--- config.mk ---
export PLATFORM = sky130hd
export DESIGN_NAME = hddext_mc
export DESIGN_NICKNAME = d
export VERILOG_FILES = /design/src/rtl/hddext_pkg.sv /design/src/rtl/hddext_lat_cnt.sv /design/src/rtl/hddext_mc.sv
export SDC_FILE = /design/constraint.sdc
export NUM_CORES = 1
export LEC_CHECK = 0
export CAP_MARGIN = 20
export CORE_MARGIN = 5
export CORE_UTILIZATION = 39
export CTS_CLUSTER_DIAMETER = 60
export DETAILED_ROUTE_END_ITERATION = 8
export GPL_TIMING_DRIVEN = 0
export PLACE_DENSITY = 0.79
export SLEW_MARGIN = 20
export SYNTH_ARGS = -nofsm -noshare
export SYNTH_HDL_FRONTEND = slang
export SYNTH_SLANG_ARGS = --single-unit
--- constraint.sdc ---
create_clock -name clk -period 1.9 [get_ports clk]
set_input_delay 0.38 -clock clk [delete_from_list [all_inputs] [get_ports clk]]
set_output_delay 0.38 -clock clk [all_outputs]
set_load 0.01 [all_outputs]
--- src/rtl/hddext_pkg.sv ---
// Shared constants, FSM state type and helpers for the IDE extension-port bridge.
package hddext_pkg;

    localparam int MAX_CHANNELS = 4;
    localparam int CNT_W        = 4;

    localparam logic [2:0] REG_ALT_STATUS = 3'd6;
    localparam logic [7:0] FLOAT_BYTE     = 8'hFF;

    typedef enum logic [1:0] {
        IDLE    = 2'd0,
        RD_WAIT = 2'd1,
        RD_DONE = 2'd2
    } hddext_state_t;

    // A single channel still needs one select bit so port widths stay legal.
    function automatic int ch_width(input int n);
        return (n > 1) ? $clog2(n) : 1;
    endfunction

endpackage

--- src/rtl/hddext_lat_cnt.sv ---
// Loadable down-counter that times the downstream read latency.
module hddext_lat_cnt
    import hddext_pkg::*;
(
    input  logic             clk,
    input  logic             rst_n,
    input  logic             load,
    input  logic             en,
    input  logic [CNT_W-1:0] load_value,
    output logic [CNT_W-1:0] value,
    output logic             last
);

    logic [CNT_W-1:0] cnt_q;
    logic [CNT_W-1:0] cnt_d;

    always_comb begin
        cnt_d = cnt_q;
        if (load) begin
            cnt_d = load_value;
        end else if (en && (cnt_q != '0)) begin
            cnt_d = cnt_q - CNT_W'(1);
        end
    end

    always_ff @(posedge clk or negedge rst_n) begin
        if (!rst_n) begin
            cnt_q <= '0;
        end else begin
            cnt_q <= cnt_d;
        end
    end

    assign value = cnt_q;
    assign last  = (cnt_q == CNT_W'(1));

endmodule

--- src/rtl/hddext_mc.sv ---
// Bridges the CPU I/O Avalon window to the device-control/alt-status port of N IDE channels.
//   state   | meaning
//   IDLE    | accept writes (zero wait) or reads (strobe channel once)
//   RD_WAIT | read strobe issued, counting down the channel read latency
//   RD_DONE | io_readdata valid, read completes this cycle
module hddext_mc
    import hddext_pkg::*;
#(
    parameter  int         CHANNELS     = 2,
    parameter  int         READ_LATENCY = 1,
    parameter  logic [2:0] PORT_REG     = REG_ALT_STATUS,
    parameter  logic [7:0] FLOAT_VALUE  = FLOAT_BYTE,
    localparam int         CH_W         = ch_width(CHANNELS)
) (
    input  logic                  clk,
    input  logic                  rst_n,
    input  logic [CH_W+2:0]       io_address,
    input  logic                  io_read,
    input  logic                  io_write,
    input  logic [7:0]            io_writedata,
    output logic [7:0]            io_readdata,
    output logic                  io_waitrequest,
    input  logic [CHANNELS-1:0]   ch_present,
    output logic [CHANNELS-1:0]   ch_read,
    output logic [CHANNELS-1:0]   ch_write,
    output logic [7:0]            ch_writedata,
    input  logic [8*CHANNELS-1:0] ch_readdata
);

    localparam logic [CNT_W-1:0] LAT = CNT_W'(READ_LATENCY);

    hddext_state_t state_q, state_d;
    logic [CH_W-1:0] ch_q, ch_d;
    logic [7:0]      rdata_q, rdata_d;

    logic [CH_W-1:0] ch;
    logic [2:0]      off;
    logic [CH_W-1:0] sel_ch;
    logic            sel_present;
    logic [7:0]      sel_data;
    logic            hit;
    logic            cnt_load;
    logic            cnt_last;
    logic [CNT_W-1:0] cnt_value;

    assign ch  = io_address[CH_W+2:3];
    assign off = io_address[2:0];

    // The mux follows the live address in IDLE and the latched channel while waiting.
    assign sel_ch = (state_q == IDLE) ? ch : ch_q;

    always_comb begin
        sel_present = 1'b0;
        sel_data    = FLOAT_VALUE;
        for (int c = 0; c < CHANNELS; c++) begin
            if (sel_ch == CH_W'(c)) begin
                sel_present = ch_present[c];
                sel_data    = ch_readdata[8*c +: 8];
            end
        end
    end

    assign hit = (off == PORT_REG) && sel_present;

    always_comb begin
        state_d        = state_q;
        ch_d           = ch_q;
        rdata_d        = rdata_q;
        cnt_load       = 1'b0;
        ch_read        = '0;
        ch_write       = '0;
        io_waitrequest = 1'b0;
        case (state_q)
            IDLE: begin
                if (io_write) begin
                    if (hit) begin
                        ch_write = CHANNELS'(1) << ch;
                    end
                end else if (io_read) begin
                    io_waitrequest = 1'b1;
                    if (hit) begin
                        ch_read  = CHANNELS'(1) << ch;
                        ch_d     = ch;
                        cnt_load = 1'b1;
                        if (LAT == '0) begin
                            rdata_d = sel_data;
                            state_d = RD_DONE;
                        end else begin
                            state_d = RD_WAIT;
                        end
                    end else begin
                        rdata_d = FLOAT_VALUE;
                        state_d = RD_DONE;
                    end
                end
            end
            RD_WAIT: begin
                io_waitrequest = 1'b1;
                if (cnt_last) begin
                    rdata_d = sel_data;
                    state_d = RD_DONE;
                end
            end
            RD_DONE: begin
                io_waitrequest = io_write;
                state_d        = IDLE;
            end
            default: begin
                state_d = IDLE;
            end
        endcase
    end

    always_ff @(posedge clk or negedge rst_n) begin
        if (!rst_n) begin
            state_q <= IDLE;
            ch_q    <= '0;
            rdata_q <= 8'h00;
        end else begin
            state_q <= state_d;
            ch_q    <= ch_d;
            rdata_q <= rdata_d;
        end
    end

    hddext_lat_cnt u_lat_cnt (
        .clk        (clk),
        .rst_n      (rst_n),
        .load       (cnt_load),
        .en         (state_q == RD_WAIT),
        .load_value (LAT),
        .value      (cnt_value),
        .last       (cnt_last)
    );

    assign io_readdata  = rdata_q;
    assign ch_writedata = io_writedata;

endmodule

==> results of run 1 <==
## worst max-delay path: stages (launching register included)
cell	delay, ns
sky130_fd_sc_hd__dfrtp_1	0.40
sky130_fd_sc_hd__buf_6	0.15
sky130_fd_sc_hd__nor3b_4	0.19
sky130_fd_sc_hd__buf_4	0.14
sky130_fd_sc_hd__o21ai_2	0.06
sky130_fd_sc_hd__and2_4	0.17
sky130_fd_sc_hd__nor4_4	0.26
sky130_fd_sc_hd__buf_2	0.18
## metrics by stage
| step | total power [W] | hold slack (ns) | cell area [um2] | setup TNS (ns) |
|---|---|---|---|---|
| 2_1_floorplan | 0.000714 | 0.0844 | 1080 | -0.0427 |
| 3_3_place_gp | 0.000860 | 0.545 | 1580 | -5.77 |
| 3_5_place_dp | 0.000888 | 0.552 | 1580 | -6.52 |
| 4_1_cts | 0.00116 | 0.520 | 1750 | -1.06 |
| 5_1_grt | 0.00129 | 0.555 | 1800 | -1.54 |
| 6_report | 0.00122 | 0.485 | 1800 | -1.31 |
## layout by cell type, fill, tap and decap left out, drive strengths merged
cell	count
nand3b	2
clkbuf	6
buf	31
o211a	1
dfrtp	15
xor2	1
a21oi	12
and2	2
o22ai	2
nand2b	2
a311oi	2
or4b	1
dlygate4sd2	2
o2bb2ai	1
nand3	9
a31oi	8
and3b	1
clkdlybuf4s50	39
nor2	7
and2b	1
or3	2
nor3b	2
nand2	3
or2	9
o21ai	11
ha	2
a211oi	2
o21a	1
nor4	3
or3b	1
xnor2	2
inv	4
## timing repair
item	CTS	global route
setup buffers	11	2
resized for setup	42	6
pin swaps	7	2
gates cloned	0	1
endpoints found under the setup margin	13	16
## metal layers
layer / routed length, um / part of all wire / GRT usage / vias to the layer above
li1: - / - / - / 569
met4: 156 / 0.042 / 0.0584 / 0
met1: 1380 / 0.37 / 0.181 / 572
met5: 0 / 0 / 0 / -
met2: 1940 / 0.52 / 0.332 / 69
met3: 235 / 0.063 / 0.0306 / 20
## layout make-up
type,instances,area [um2]
buffer,15,125
clock buffer,4,26.3
fill,233,908
inverter,4,15.0
multi-input combinational,90,691
sequential,15,375
tap,31,38.8
timing repair buffer,59,531
## cells by family (layout without fill, tap and decap cells)
kind of cell | count (synthesis) | in the layout | share of synthesized area
AOI/OAI and AO/OA | 39 | 40 | 0.231
xor gates and xnor gates | 3 | 3 | 0.0244
adders and majority gates | 2 | 2 | 0.0232
buffers and inverters | 19 | 82 | 0.110
DFF | 15 | 15 | 0.348
and+or+nand+nor | 45 | 45 | 0.263
## registers in the layout (all words and copies together), names as in the netlist
name and cells:
u_lat_cnt.value 4, io_readdata 8, state_q 2, ch_q 1
## report_power, final
part	switching, W	total [W]	leakage (nW)	internal [W]
Sequential	0.0000643	0.000439	0.152	0.000375
Combinational	0.000282	0.000586	0.578	0.000303
Clock	0.000113	0.000195	0.0150	0.0000819
## path summary, 6_finish.rpt
path,start,to,cells past startpoint
min,rst_n,io_readdata[0],1
min in group clk,u_lat_cnt.value[1],u_lat_cnt.value[1],2
max reg2reg,state_q[1],state_q[1],5
max,state_q[1],ch_read[0],7
max in group asynchronous,rst_n,u_lat_cnt.value[1],1
min reg2reg,u_lat_cnt.value[1],u_lat_cnt.value[1],2
==> flow_summary_export.csv, run 1 <==
group,metric,value,unit
clock_network,path_clk_slew,0.10,ns
yosys,yosys_most_used_dff,"sky130_fd_sc_hd__dfrtp_1",
clock_network,root_buffer,"sky130_fd_sc_hd__clkbuf_4",
yosys,ys_types,35,
drt,drt-wirelength-per-cell,17.0,um
yosys,ys_top_cells_by_count,"sky130_fd_sc_hd__dfrtp_1 (15), sky130_fd_sc_hd__a21oi_1 (12), sky130_fd_sc_hd__o21ai_0 (10)",
drt,routed-via-count,1230,
clock_network,cts_hold_buffers,0,
placed_design,placed_cells,200,
floorplanning,area_of_the_die,3920,um2
clock_network,htreeDepth,1,
power,cellLeakagePower,0.745,nW
yosys,postSynthCellCount,123,
power,vdd_ir_drop_max,0.543,mV
yosys,post_synth_edffs,0,
finish,num_antenna_cells,0,
clock_network,tritoncts.num_buffers,3,
yosys,ys_ff_latch,15,
critical_path,crit_path_max_fanout,7,
yosys,synth_top_area_share,0.348,
yosys,synth.top_cells.by_area,"sky130_fd_sc_hd__dfrtp_1 (35%), sky130_fd_sc_hd__buf_4 (6.3%), sky130_fd_sc_hd__a21oi_1 (5.6%), sky130_fd_sc_hd__or2_1 (5.2%), sky130_fd_sc_hd__a31oi_1 (4.6%)",
critical_path,r2r_slack,-0.02,ns
drt,drt_drc_violations_left,0,
placed_design,gp_routability_congestion,0.811,
placed_design,post-place-ws,-1.04,ns
critical_path,worst-endpoint-arrival,1.85,ns
finish,areaGrowthSynthToFinish,67.1,%
sta,finalWorstSetupSlack,-0.327,ns
critical_path,worst_setup_path_end_kind,"primary output",
placed_design,post_detail_place_hpwl,2.44,mm
job,max-cap-violations,0,
outcome,failing_checks,"setup timing",
floorplanning,die_height,62.6,um
finish,drive_above_1_share,0.283,
critical_path,crit_type,"reg -> out",
floorplanning,die_width,62.6,um
outcome,run_status,"finished with violations",
min_path,hold_path.class,"in -> async",
drt,drt.antenna.violating_nets,0,
sta,worst_skew,0.00645,ns
finish,finalCoreUtilization,0.665,
yosys,yosys.cell_count.top_type,"sky130_fd_sc_hd__dfrtp_1",
global_route,grt_remaining_overflow,0,
sta,timing.final.hold_violations,0,
sta,slew_at_the_pin_with_the_worst_max_slew_slack,0.679,ns
sta,clock_period_minus_final_worst_setup_slack,2.23,ns
yosys,syn-cell-area,1080,um2
sta,finalSetupViolations,8,
sta,rsz0062_at_grt,"true",
sta,slew_headroom,0.546,
power,power-per-cell-area,677,nW/um2
drt,wirelength,3.71,mm
sta,achievable-frequency,449,MHz
clock_network,clock-sinks,15,
yosys,synth_top_area_cell,"sky130_fd_sc_hd__dfrtp_1",
finish,number_of_nets_in_the_finished_design,224,
finish,final-instance-count-excl-fill,218,
yosys,mappedNetlistNets,159,
sta,final_min_period_over_clock_period,1.17,
drt,drt_iter0_markers,57,
placed_design,portBuffers,46,
clock_network,tritoncts,"done",
yosys,synthesis.yosys.warnings,0,
global_route,number_of_antenna_violations_at_the_first_check_in_global_routing,0,
global_route,first_global_vias,1193,
yosys,synth_area_per_cell,8.77,um2
yosys,synth.yosys.seq_area_share,0.348,
floorplanning,placementRows,19,
floorplanning,initial_utilization,0.398,
global_route,grt_pass1_wl,5.51,mm
clock_network,clkLatencyLatePin,0.30,ns
drt,detailedRoute.firstPassIterationCount,4,
floorplanning,design.core.area,2710,um2
floorplanning,design.portCount,55,
sta,slew_viols_final,0,
clock_network,clock_tree.buffer_depth,2,
global_route,total_track_usage,0.171,
critical_path,timing.critical_path.required,1.52,ns
global_route,grt_max_degree,16,
drt,post_drt_via_cell_ratio,5.64,
yosys,postSynth.asyncResetShare,1.00,
critical_path,setup.worst_path.start_class,"register",
No activity file was read; power rests on OpenSTA's default activity.
==> run 2, diff against run 1 <==
CTS_CLUSTER_DIAMETER = 200   (was 60)
GPL_TIMING_DRIVEN = not set   (was 0)
HOLD_SLACK_MARGIN = 0.05   (was not set)
==> run 2 against run 1 <==
The flow still finishes with violations (setup timing). Clock skew increased by 0.0025 ns. Clock power about the same. Via count down 5.0%. Largest cell class unchanged.
==> flow_summary_export.csv, run 2 (synthesized netlist as in run 1, its figures left out) <==
group,metric,value,unit
clock_network,clock-sinks,15,
critical_path,worstReg2RegStart,"state_q[1]",
sta,clock_period_minus_final_worst_setup_slack,2.13,ns
finish,number_of_nets_in_the_finished_design,214,
finish,num_antenna_cells,0,
clock_network,root_buffer,"sky130_fd_sc_hd__clkbuf_4",
global_route,first_global_vias,1230,
sta,worst_skew,0.00890,ns
finish,final_cell_area,1670,um2
drt,drt.antenna.violating_nets,0,
finish,most-common-layout-cells,"sky130_fd_sc_hd__clkdlybuf4s50_1 (30), sky130_fd_sc_hd__buf_4 (24), sky130_fd_sc_hd__dfrtp_1 (13)",
clock_network,htreeDepth,1,
clock_network,clock_tree.buffer_depth,2,
outcome,failing_checks,"setup timing",
floorplanning,initial_utilization,0.398,
clock_network,path_clk_slew,0.10,ns
floorplanning,die_height,62.6,um
power,vdd_ir_drop_max,0.569,mV
global_route,total_track_usage,0.171,
sta,rsz0062_at_grt,"true",
clock_network,clkLatencyLatePin,0.30,ns
placed_design,portBuffers,38,
sta,slew_at_the_pin_with_the_worst_max_slew_slack,0.408,ns
floorplanning,die_width,62.6,um
finish,mostFrequentLayoutCell,"sky130_fd_sc_hd__clkdlybuf4s50_1",
sta,final.hold.worst_slack,0.381,ns
sta,finalWorstSetupSlack,-0.233,ns
job,max-cap-violations,0,
floorplanning,placementRows,19,
sta,slew_headroom,0.728,
clock_network,tritoncts.num_buffers,3,
sta,slew_viols_final,0,
drt,routed-via-count,1169,
floorplanning,design.portCount,55,
sta,finalSetupViolations,4,
finish,areaGrowthSynthToFinish,54.5,%
sta,setup_tns,-0.885,ns
critical_path,crit_start,"state_q[0]",
drt,drt_iter0_markers,66,
sta,achievable-frequency,469,MHz
drt,post_drt_via_cell_ratio,5.62,
placed_design,gp_routability_congestion,0.769,
global_route,grt_remaining_overflow,0,
sta,final_min_period_over_clock_period,1.12,
power,power-per-cell-area,696,nW/um2
finish,number_of_flip_flops_in_the_largest_register,8,
drt,drt-wirelength-per-cell,17.2,um
outcome,run_status,"finished with violations",
global_route,grt_pass1_wl,5.46,mm
critical_path,worst_setup_path_end_kind,"primary output",
drt,wirelength,3.57,mm
finish,n_fill_cell,245,
critical_path,worst-endpoint-arrival,1.75,ns
global_route,grt_max_degree,16,
global_route,number_of_antenna_violations_at_the_first_check_in_global_routing,0,
placed_design,dpl_cell_area,1570,um2
critical_path,critical-path-slowest-cell,"sky130_fd_sc_hd__dfrtp_2",
clock_network,tritoncts,"done",
critical_path,worstRegToRegCells,6,
critical_path,timing.critical_path.required,1.52,ns
critical_path,setup.worst_path.start_class,"register",
floorplanning,area_of_the_die,3920,um2
min_path,hold_path.class,"in -> async",
critical_path,path_cells,"buf_6, or3b_4, nand3_2, and2_4, nor4_2, buf_2",
critical_path,critical_path.max_stage_delay,0.46,ns
placed_design,post-place-ws,-0.759,ns
finish,drive_above_1_share,0.288,
power,cellLeakagePower,0.680,nW
placed_design,post_detail_place_hpwl,2.64,mm
drt,detailedRoute.firstPassIterationCount,4,
floorplanning,design.core.area,2710,um2
critical_path,crit_type,"reg -> out",
critical_path,crit_path_max_fanout,5,
sta,timing.final.hold_violations,0,
drt,drt_drc_violations_left,0,
## run 2: cell count changes in the layout (fill, tap and decap cells not counted), moves of 2 or more
cell / delta
sky130_fd_sc_hd__buf_4: +2
sky130_fd_sc_hd__dlygate4sd2_1: +2
sky130_fd_sc_hd__nor3b_4: -2
sky130_fd_sc_hd__dfrtp_2: +2
sky130_fd_sc_hd__clkdlybuf4s50_1: -9
sky130_fd_sc_hd__nor4_2: +2
sky130_fd_sc_hd__nor4_4: -2
sky130_fd_sc_hd__buf_2: -2
sky130_fd_sc_hd__nor3b_2: +2
sky130_fd_sc_hd__dfrtp_1: -2
## run 2: area by class of cell
class	count	area, um2	share of cell area
multi-input cells	90	651	0.390
repair buffers	64	558	0.335
well taps	31	38.8	0.0233
flip-flops and latches	15	378	0.227
inverters	4	15.0	0.00901
clock buffers	4	26.3	0.0158
## run 2: metal layers
metal | GRT usage | vias up | part of all wire
li1 | - | 544 | -
met1 | 0.181 | 568 | 0.37
met2 | 0.313 | 44 | 0.54
met3 | 0.0288 | 13 | 0.060
met4 | 0.0955 | 0 | 0.036
met5 | 0 | - | 0
## run 2: worst paths after layout
path                                 endpoint  slack, ns
setup / recovery                  ch_write[0]      -0.23
hold / removal                 io_readdata[7]       0.38
setup reg to reg               io_readdata[6]       0.02
hold reg to reg            u_lat_cnt.value[0]       0.61
max in group asynchronous          state_q[0]       1.32
min in group clk           u_lat_cnt.value[0]       0.61
## run 2: worst max-delay path: cells and delay by family, from the launching register on
family                 cells  cell delay [ns]
AND/OR/NAND/NOR            4             0.71
flip-flops                 1             0.46
buffers and inverters      2             0.29
## run 2: metrics by stage
step | util | total power, W | instances
global route | 0.615 | 0.00124 | 208
global placement | 0.581 | 0.000886 | 201
finish | 0.615 | 0.00116 | 208
CTS | 0.593 | 0.00113 | 206
floorplan | - | 0.000714 | 123
detailed placement | 0.581 | 0.000925 | 201
## run 2: power by group
part	internal, W	total (W)	switching [W]
clock network	0.0000818	0.000195	0.000113
logic	0.000267	0.000522	0.000255
registers	0.000376	0.000443	0.0000674
total	0.000725	0.00116	0.000436
## run 2: what timing repair did
action,CTS,global route
resized for setup,30,8
pin swaps,4,6
cloned,0,1
hold buffers,0,0
buffers inserted,1,1
setup endpoints to repair,10,13
==> run 3, diff against run 2 <==
CAP_MARGIN = 10   (was 20)
==> results of run 3 <==
Final layout, timing and power as in run 2 (identical DEF).
